[config.mk]
export PLATFORM = sky130hd
export DESIGN_NAME = escritor_fecha_rtc
export DESIGN_NICKNAME = d
export VERILOG_FILES = /design/src/rtl/escritor_fecha_rtc.sv
export SDC_FILE = /design/constraint.sdc
export NUM_CORES = 1
export LEC_CHECK = 0
export ABC_CLOCK_PERIOD_IN_PS = 2900
export CAP_MARGIN = 20
export CORE_MARGIN = 4
export CORE_UTILIZATION = 47
export CTS_BUF_LIST = sky130_fd_sc_hd__clkbuf_16
export CTS_CLUSTER_SIZE = 12
export DETAILED_ROUTE_END_ITERATION = 10
export PLACE_DENSITY = 0.78
export SLEW_MARGIN = 10
export SYNTH_ARGS = -nofsm -noshare
export SYNTH_HDL_FRONTEND = slang
export SYNTH_SLANG_ARGS = --single-unit
export TNS_END_PERCENT = 10
[constraint.sdc]
create_clock -name reloj -period 2.9 [get_ports reloj]
set_input_delay 0.725 -clock reloj [delete_from_list [all_inputs] [get_ports reloj]]
set_output_delay 0.725 -clock reloj [all_outputs]
set_load 0.005 [all_outputs]
[src/rtl/escritor_fecha_rtc.sv]
// Write-side RTC date sequencer: latches the edited BCD date, validates it, then
// writes day/month/year and the transfer command over the multiplexed AD bus.
module escritor_fecha_rtc #(
  parameter int unsigned T_PULSO      = 4,
  parameter int unsigned T_ESPERA     = 4,
  parameter logic [7:0]  DIR_DIA      = 8'h24,
  parameter logic [7:0]  DIR_MES      = 8'h25,
  parameter logic [7:0]  DIR_ANO      = 8'h26,
  parameter logic [7:0]  DIR_TRANSFER = 8'hF1
) (
  input  logic       reloj,
  input  logic       resetM,
  input  logic       iniciar,
  input  logic [7:0] IN_diaf,
  input  logic [7:0] IN_mesf,
  input  logic [7:0] IN_anof,
  output logic [7:0] bus_out,
  output logic       bus_oe,
  output logic       CS_n,
  output logic       WR_n,
  output logic       RD_n,
  output logic       AD_n,
  output logic       ocupado,
  output logic       listo,
  output logic       error_bcd
);

  typedef enum logic [2:0] {
    REPOSO, VALIDA, SETUP, STROBE, HOLD, GAP, FIN
  } estado_t;

  localparam logic [3:0] PULSO_FIN  = 4'(T_PULSO - 1);
  localparam logic [3:0] ESPERA_FIN = 4'(T_ESPERA - 1);

  estado_t    state_q, state_d;
  logic [2:0] idx_q, idx_d;
  logic [3:0] cnt_q, cnt_d;
  logic [7:0] dia_q, dia_d, mes_q, mes_d, ano_q, ano_d;

  logic [7:0] bus_q, bus_d;
  logic       oe_q, oe_d;
  logic       strb_q, strb_d;
  logic       ad_q, ad_d;
  logic       ocup_q, ocup_d;
  logic       listo_q, listo_d;
  logic       err_q, err_d;

  function automatic logic bcd_ok(input logic [7:0] v);
    return (v[7:4] <= 4'd9) && (v[3:0] <= 4'd9);
  endfunction

  // With valid nibbles, packed BCD compares in the same order as its decimal value.
  logic fecha_ok;
  assign fecha_ok = bcd_ok(dia_q) && bcd_ok(mes_q) && bcd_ok(ano_q) &&
                    (dia_q >= 8'h01) && (dia_q <= 8'h31) &&
                    (mes_q >= 8'h01) && (mes_q <= 8'h12);

  function automatic logic [7:0] valor_fase(input logic [2:0] i,
                                            input logic [7:0] d,
                                            input logic [7:0] m,
                                            input logic [7:0] a);
    case (i)
      3'd0:    return DIR_DIA;
      3'd1:    return d;
      3'd2:    return DIR_MES;
      3'd3:    return m;
      3'd4:    return DIR_ANO;
      3'd5:    return a;
      default: return DIR_TRANSFER;
    endcase
  endfunction

  always_comb begin
    state_d = state_q;
    idx_d   = idx_q;
    cnt_d   = cnt_q;
    dia_d   = dia_q;
    mes_d   = mes_q;
    ano_d   = ano_q;
    err_d   = 1'b0;
    case (state_q)
      REPOSO: begin
        if (iniciar) begin
          dia_d   = IN_diaf;
          mes_d   = IN_mesf;
          ano_d   = IN_anof;
          state_d = VALIDA;
        end
      end
      VALIDA: begin
        if (fecha_ok) begin
          idx_d   = 3'd0;
          cnt_d   = 4'd0;
          state_d = SETUP;
        end else begin
          err_d   = 1'b1;
          state_d = REPOSO;
        end
      end
      SETUP: begin
        cnt_d   = 4'd0;
        state_d = STROBE;
      end
      STROBE: begin
        if (cnt_q == PULSO_FIN) begin
          cnt_d   = 4'd0;
          state_d = HOLD;
        end else begin
          cnt_d = cnt_q + 4'd1;
        end
      end
      HOLD: begin
        cnt_d   = 4'd0;
        state_d = GAP;
      end
      GAP: begin
        if (cnt_q == ESPERA_FIN) begin
          cnt_d = 4'd0;
          if (idx_q == 3'd7) begin
            state_d = FIN;
          end else begin
            idx_d   = idx_q + 3'd1;
            state_d = SETUP;
          end
        end else begin
          cnt_d = cnt_q + 4'd1;
        end
      end
      FIN:     state_d = REPOSO;
      default: state_d = REPOSO;
    endcase
  end

  // Outputs are decoded from the next state and registered, so pins are glitch-free
  // yet still line up with the state they describe.
  always_comb begin
    oe_d    = (state_d == SETUP) || (state_d == STROBE) || (state_d == HOLD);
    bus_d   = oe_d ? valor_fase(idx_d, dia_d, mes_d, ano_d) : 8'h00;
    ad_d    = oe_d ? idx_d[0] : 1'b1;
    strb_d  = (state_d == STROBE);
    ocup_d  = (state_d != REPOSO);
    listo_d = (state_d == FIN);
  end

  always_ff @(posedge reloj) begin
    if (resetM) begin
      state_q <= REPOSO;
      idx_q   <= 3'd0;
      cnt_q   <= 4'd0;
      dia_q   <= 8'h00;
      mes_q   <= 8'h00;
      ano_q   <= 8'h00;
      bus_q   <= 8'h00;
      oe_q    <= 1'b0;
      strb_q  <= 1'b0;
      ad_q    <= 1'b1;
      ocup_q  <= 1'b0;
      listo_q <= 1'b0;
      err_q   <= 1'b0;
    end else begin
      state_q <= state_d;
      idx_q   <= idx_d;
      cnt_q   <= cnt_d;
      dia_q   <= dia_d;
      mes_q   <= mes_d;
      ano_q   <= ano_d;
      bus_q   <= bus_d;
      oe_q    <= oe_d;
      strb_q  <= strb_d;
      ad_q    <= ad_d;
      ocup_q  <= ocup_d;
      listo_q <= listo_d;
      err_q   <= err_d;
    end
  end

  assign bus_out   = bus_q;
  assign bus_oe    = oe_q;
  assign CS_n      = ~strb_q;
  assign WR_n      = ~strb_q;
  assign RD_n      = 1'b1;
  assign AD_n      = ad_q;
  assign ocupado   = ocup_q;
  assign listo     = listo_q;
  assign error_bcd = err_q;

endmodule

==> results.json <==
{
  "status": "completed",
  "final_common_cell": "dfxtp_1",
  "reg2reg_from": "dia_q[6]",
  "cts_tree": "done",
  "r2r_setup_slack_ns": 0.10,
  "grt_pass1_vias": 2055,
  "die-area_sq_mm": 0.00616,
  "worst_pin_slew_ns": 0.580,
  "yosysWarnings": 0,
  "drt_iter0_markers": 176,
  "ys_async_sr_fraction_pct": 0,
  "cp_num_buf_inv": 0,
  "syn_area_per_cell_sq_um": 8.75,
  "portBuffers": 41,
  "clock_path_buffers": 2,
  "clock-sinks": 48,
  "report.final.setup_viol": 0,
  "dieHeight_um": 78.5,
  "fin_skew_ns": 0.00506,
  "cap_violations": 0,
  "place_hpwl_um": 4230,
  "cts_root_buf": "clkbuf_16",
  "crit_path_max_incr_delay_ns": 0.54,
  "power_density_mw_per_mm2": 496,
  "hold_viol": 0,
  "ir_drop_mv": 0.271,
  "synth_cell_types": 52,
  "synth_fp_nets": 297,
  "syn_to_final_growth_pct": 28.0,
  "yosys_most_used_dff": "dfxtp_1",
  "critPathLaunch": "dia_q[6]",
  "place_area_sq_mm": 0.00284,
  "insertion_delay_ns": 0.29,
  "die_w_um": 78.5,
  "synth-seq-cells": 48,
  "power_mw": 1.48,
  "cp_max_fo": 9,
  "grt_use_total_pct": 19.4,
  "grt_max_degree": 35,
  "fin_crit_sh_pct": 96.4,
  "p_leak_nw": 1.14,
  "synth_edf_count": 0,
  "fin_crit_ns": 2.80,
  "drt_pre_antenna_iters": 4,
  "ys_seq_area_share_pct": 41.1,
  "gp_congestion": 0.849,
  "syn_inst": 267,
  "ant_nets": 0,
  "core_area_sq_mm": 0.00475,
  "hold_path_class": "reg -> reg",
  "finalNetCount": 340,
  "final_cell_mix": "dfxtp_1, clkdlybuf4s50_1, nand2_1, nor2_1, mux2i_1",
  "start_util_pct": 49.1,
  "cts_hold_buffers": 0,
  "cp_top_family": "simple AND/OR/NAND/NOR gates",
  "layout_setup_ws_ns": 0.105,
  "grt_remaining_overflow": 0,
  "io_pins": 43,
  "rsz0062_at_grt": "no",
  "netlist_area_sq_mm": 0.00234,
  "cts_buffers": 5,
  "design_area_sq_mm": 0.00299,
  "row_count": 25,
  "grt_pass1_wl_um": 9520,
  "slew_violations": 0,
  "tns_ns": 0,
  "fmax_mhz": 358,
  "start_kind": "register",
  "crit_chain": "or4_1 -> a211o_1 -> o41a_4 -> or3_4 -> or4b_1 -> a31oi_1",
  "antenna_found_initial": 0,
  "worstPathRequired_ns": 3.12,
  "vias": 2119,
  "drc": 0,
  "place_ws_ns": 0.107,
  "final_core_util_pct": 62.9,
  "post_cts_buffers": 0,
  "path_class": "reg -> reg",
  "max_slew_margin_pct": 60.9,
  "critPathCaptureType": "register",
  "worstPathArrival_ns": 3.01,
  "clkSlewWorstSetupHoldPaths_ns": 0.06,
  "wl_per_cell_um": 15.5,
  "h-tree-depth": 2,
  "crit_path_top_delay_cell": "or4b_1",
  "drive_gt1_share_pct": 8.04,
  "routed_via_density": 5.61,
  "min_from": "ano_q[0]",
  "n_antenna_cell": 0,
  "totalWireLength_um": 5870
}
==> cell usage after synthesis, types with 2 or more instances <==
cell / instances / area share (%)
a31oi_1: 8 / 2.1
a311o_1: 3 / 1.3
buf_1: 2 / 0.32
buf_4: 2 / 0.64
nand4_1: 5 / 1.3
o311ai_0: 3 / 1.1
mux2i_1: 18 / 7.7
nand2b_1: 2 / 0.54
or4_1: 4 / 1.3
nand3_1: 6 / 1.3
clkbuf_1: 9 / 1.4
a21boi_0: 2 / 0.64
a221oi_1: 3 / 1.1
inv_1: 7 / 1.1
and3_1: 2 / 0.54
o32ai_1: 2 / 0.75
or3b_2: 2 / 0.75
dfxtp_1: 48 / 41
a211oi_1: 5 / 1.6
ha_1: 3 / 1.6
nor2_1: 25 / 4.0
nor4_1: 4 / 1.1
a21oi_1: 16 / 3.4
o311a_1: 2 / 0.86
or2_2: 2 / 0.54
nand2_1: 29 / 4.7
a211o_1: 2 / 0.75
o21ai_0: 12 / 2.6
or4b_1: 4 / 1.7
or3_1: 3 / 0.80
and2_1: 5 / 1.3
nor2b_1: 7 / 1.9
==> kinds of logic after synthesis <==
family          after synthesis  synth area share [%]
compound gates               69                  21.0
fa+ha+maj                     3                  1.61
buf+inv                      21                  4.02
flops                        48                  41.1
mux                          18                  7.71
other cells                   1                 0.161
simple gates                107                  24.4
==> worst register-to-register path, stage by stage, from the launching register on <==
cell and delay (ns):
dfxtp_1 0.31, or4_1 0.52, a211o_1 0.32, o41a_4 0.40, or3_4 0.44, or4b_1 0.54
a31oi_1 0.18
==> timing repair <==
action / CTS / global route
resized for setup: 0 / 2
hold endpoints to repair: 0 / 0
setup endpoints to repair: 0 / 7
==> sequential cells by signal, indices dropped and copies added, names as in the netlist <==
name / cells
dia_q: 8
idx_q: 3
bus_oe: 1
bus_out: 8
ano_q: 8
error_bcd: 1
cnt_q: 4
strb_q: 1
mes_q: 8
ocupado: 1
state_q: 3
listo: 1
AD_n: 1
==> report_power, final <==
part	switching, mW	internal (mW)	leakage [nW]
clock network	0.240	0.313	0.0687
logic	0.115	0.103	0.676
registers	0.0200	0.690	0.391
total	0.375	1.11	1.14
==> worst paths after layout <==
| kind | to | cells past startpoint |
|---|---|---|
| worst max register to register | bus_out[6] | 6 |
| worst max-delay path | bus_out[6] | 6 |
| worst min register to register | ano_q[0] | 2 |
| worst min-delay path | ano_q[0] | 2 |
==> cell type report <==
type / count / area, sq um
clock buffers: 5 / 125
clock inverters: 3 / 15.0
fillers: 448 / 1760
inverters: 7 / 26.3
multi-input cells: 198 / 1290
flip-flops and latches: 48 / 961
well taps: 67 / 83.8
repair buffers: 50 / 490
==> per-layer routing <==
| metal | wire length [um] | share of wire, % | vias up | GRT usage [%] |
|---|---|---|---|---|
| met1 | 2610 | 45 | 951 | 25.9 |
| li1 | - | - | 1075 | - |
| met3 | 413 | 7.0 | 11 | 3.78 |
| met5 | 0 | 0 | - | 0 |
| met2 | 2740 | 47 | 82 | 31.5 |
| met4 | 98 | 1.7 | 0 | 5.94 |
==> through the flow <==
stage | instances | hold WS, ns
floorplan | 267 | 0.441
global placement | 370 | 0.459
detailed placement | 370 | 0.459
CTS | 378 | 0.470
global route | 378 | 0.521
finish | 378 | 0.469
Power figures use the tool's default switching activity.
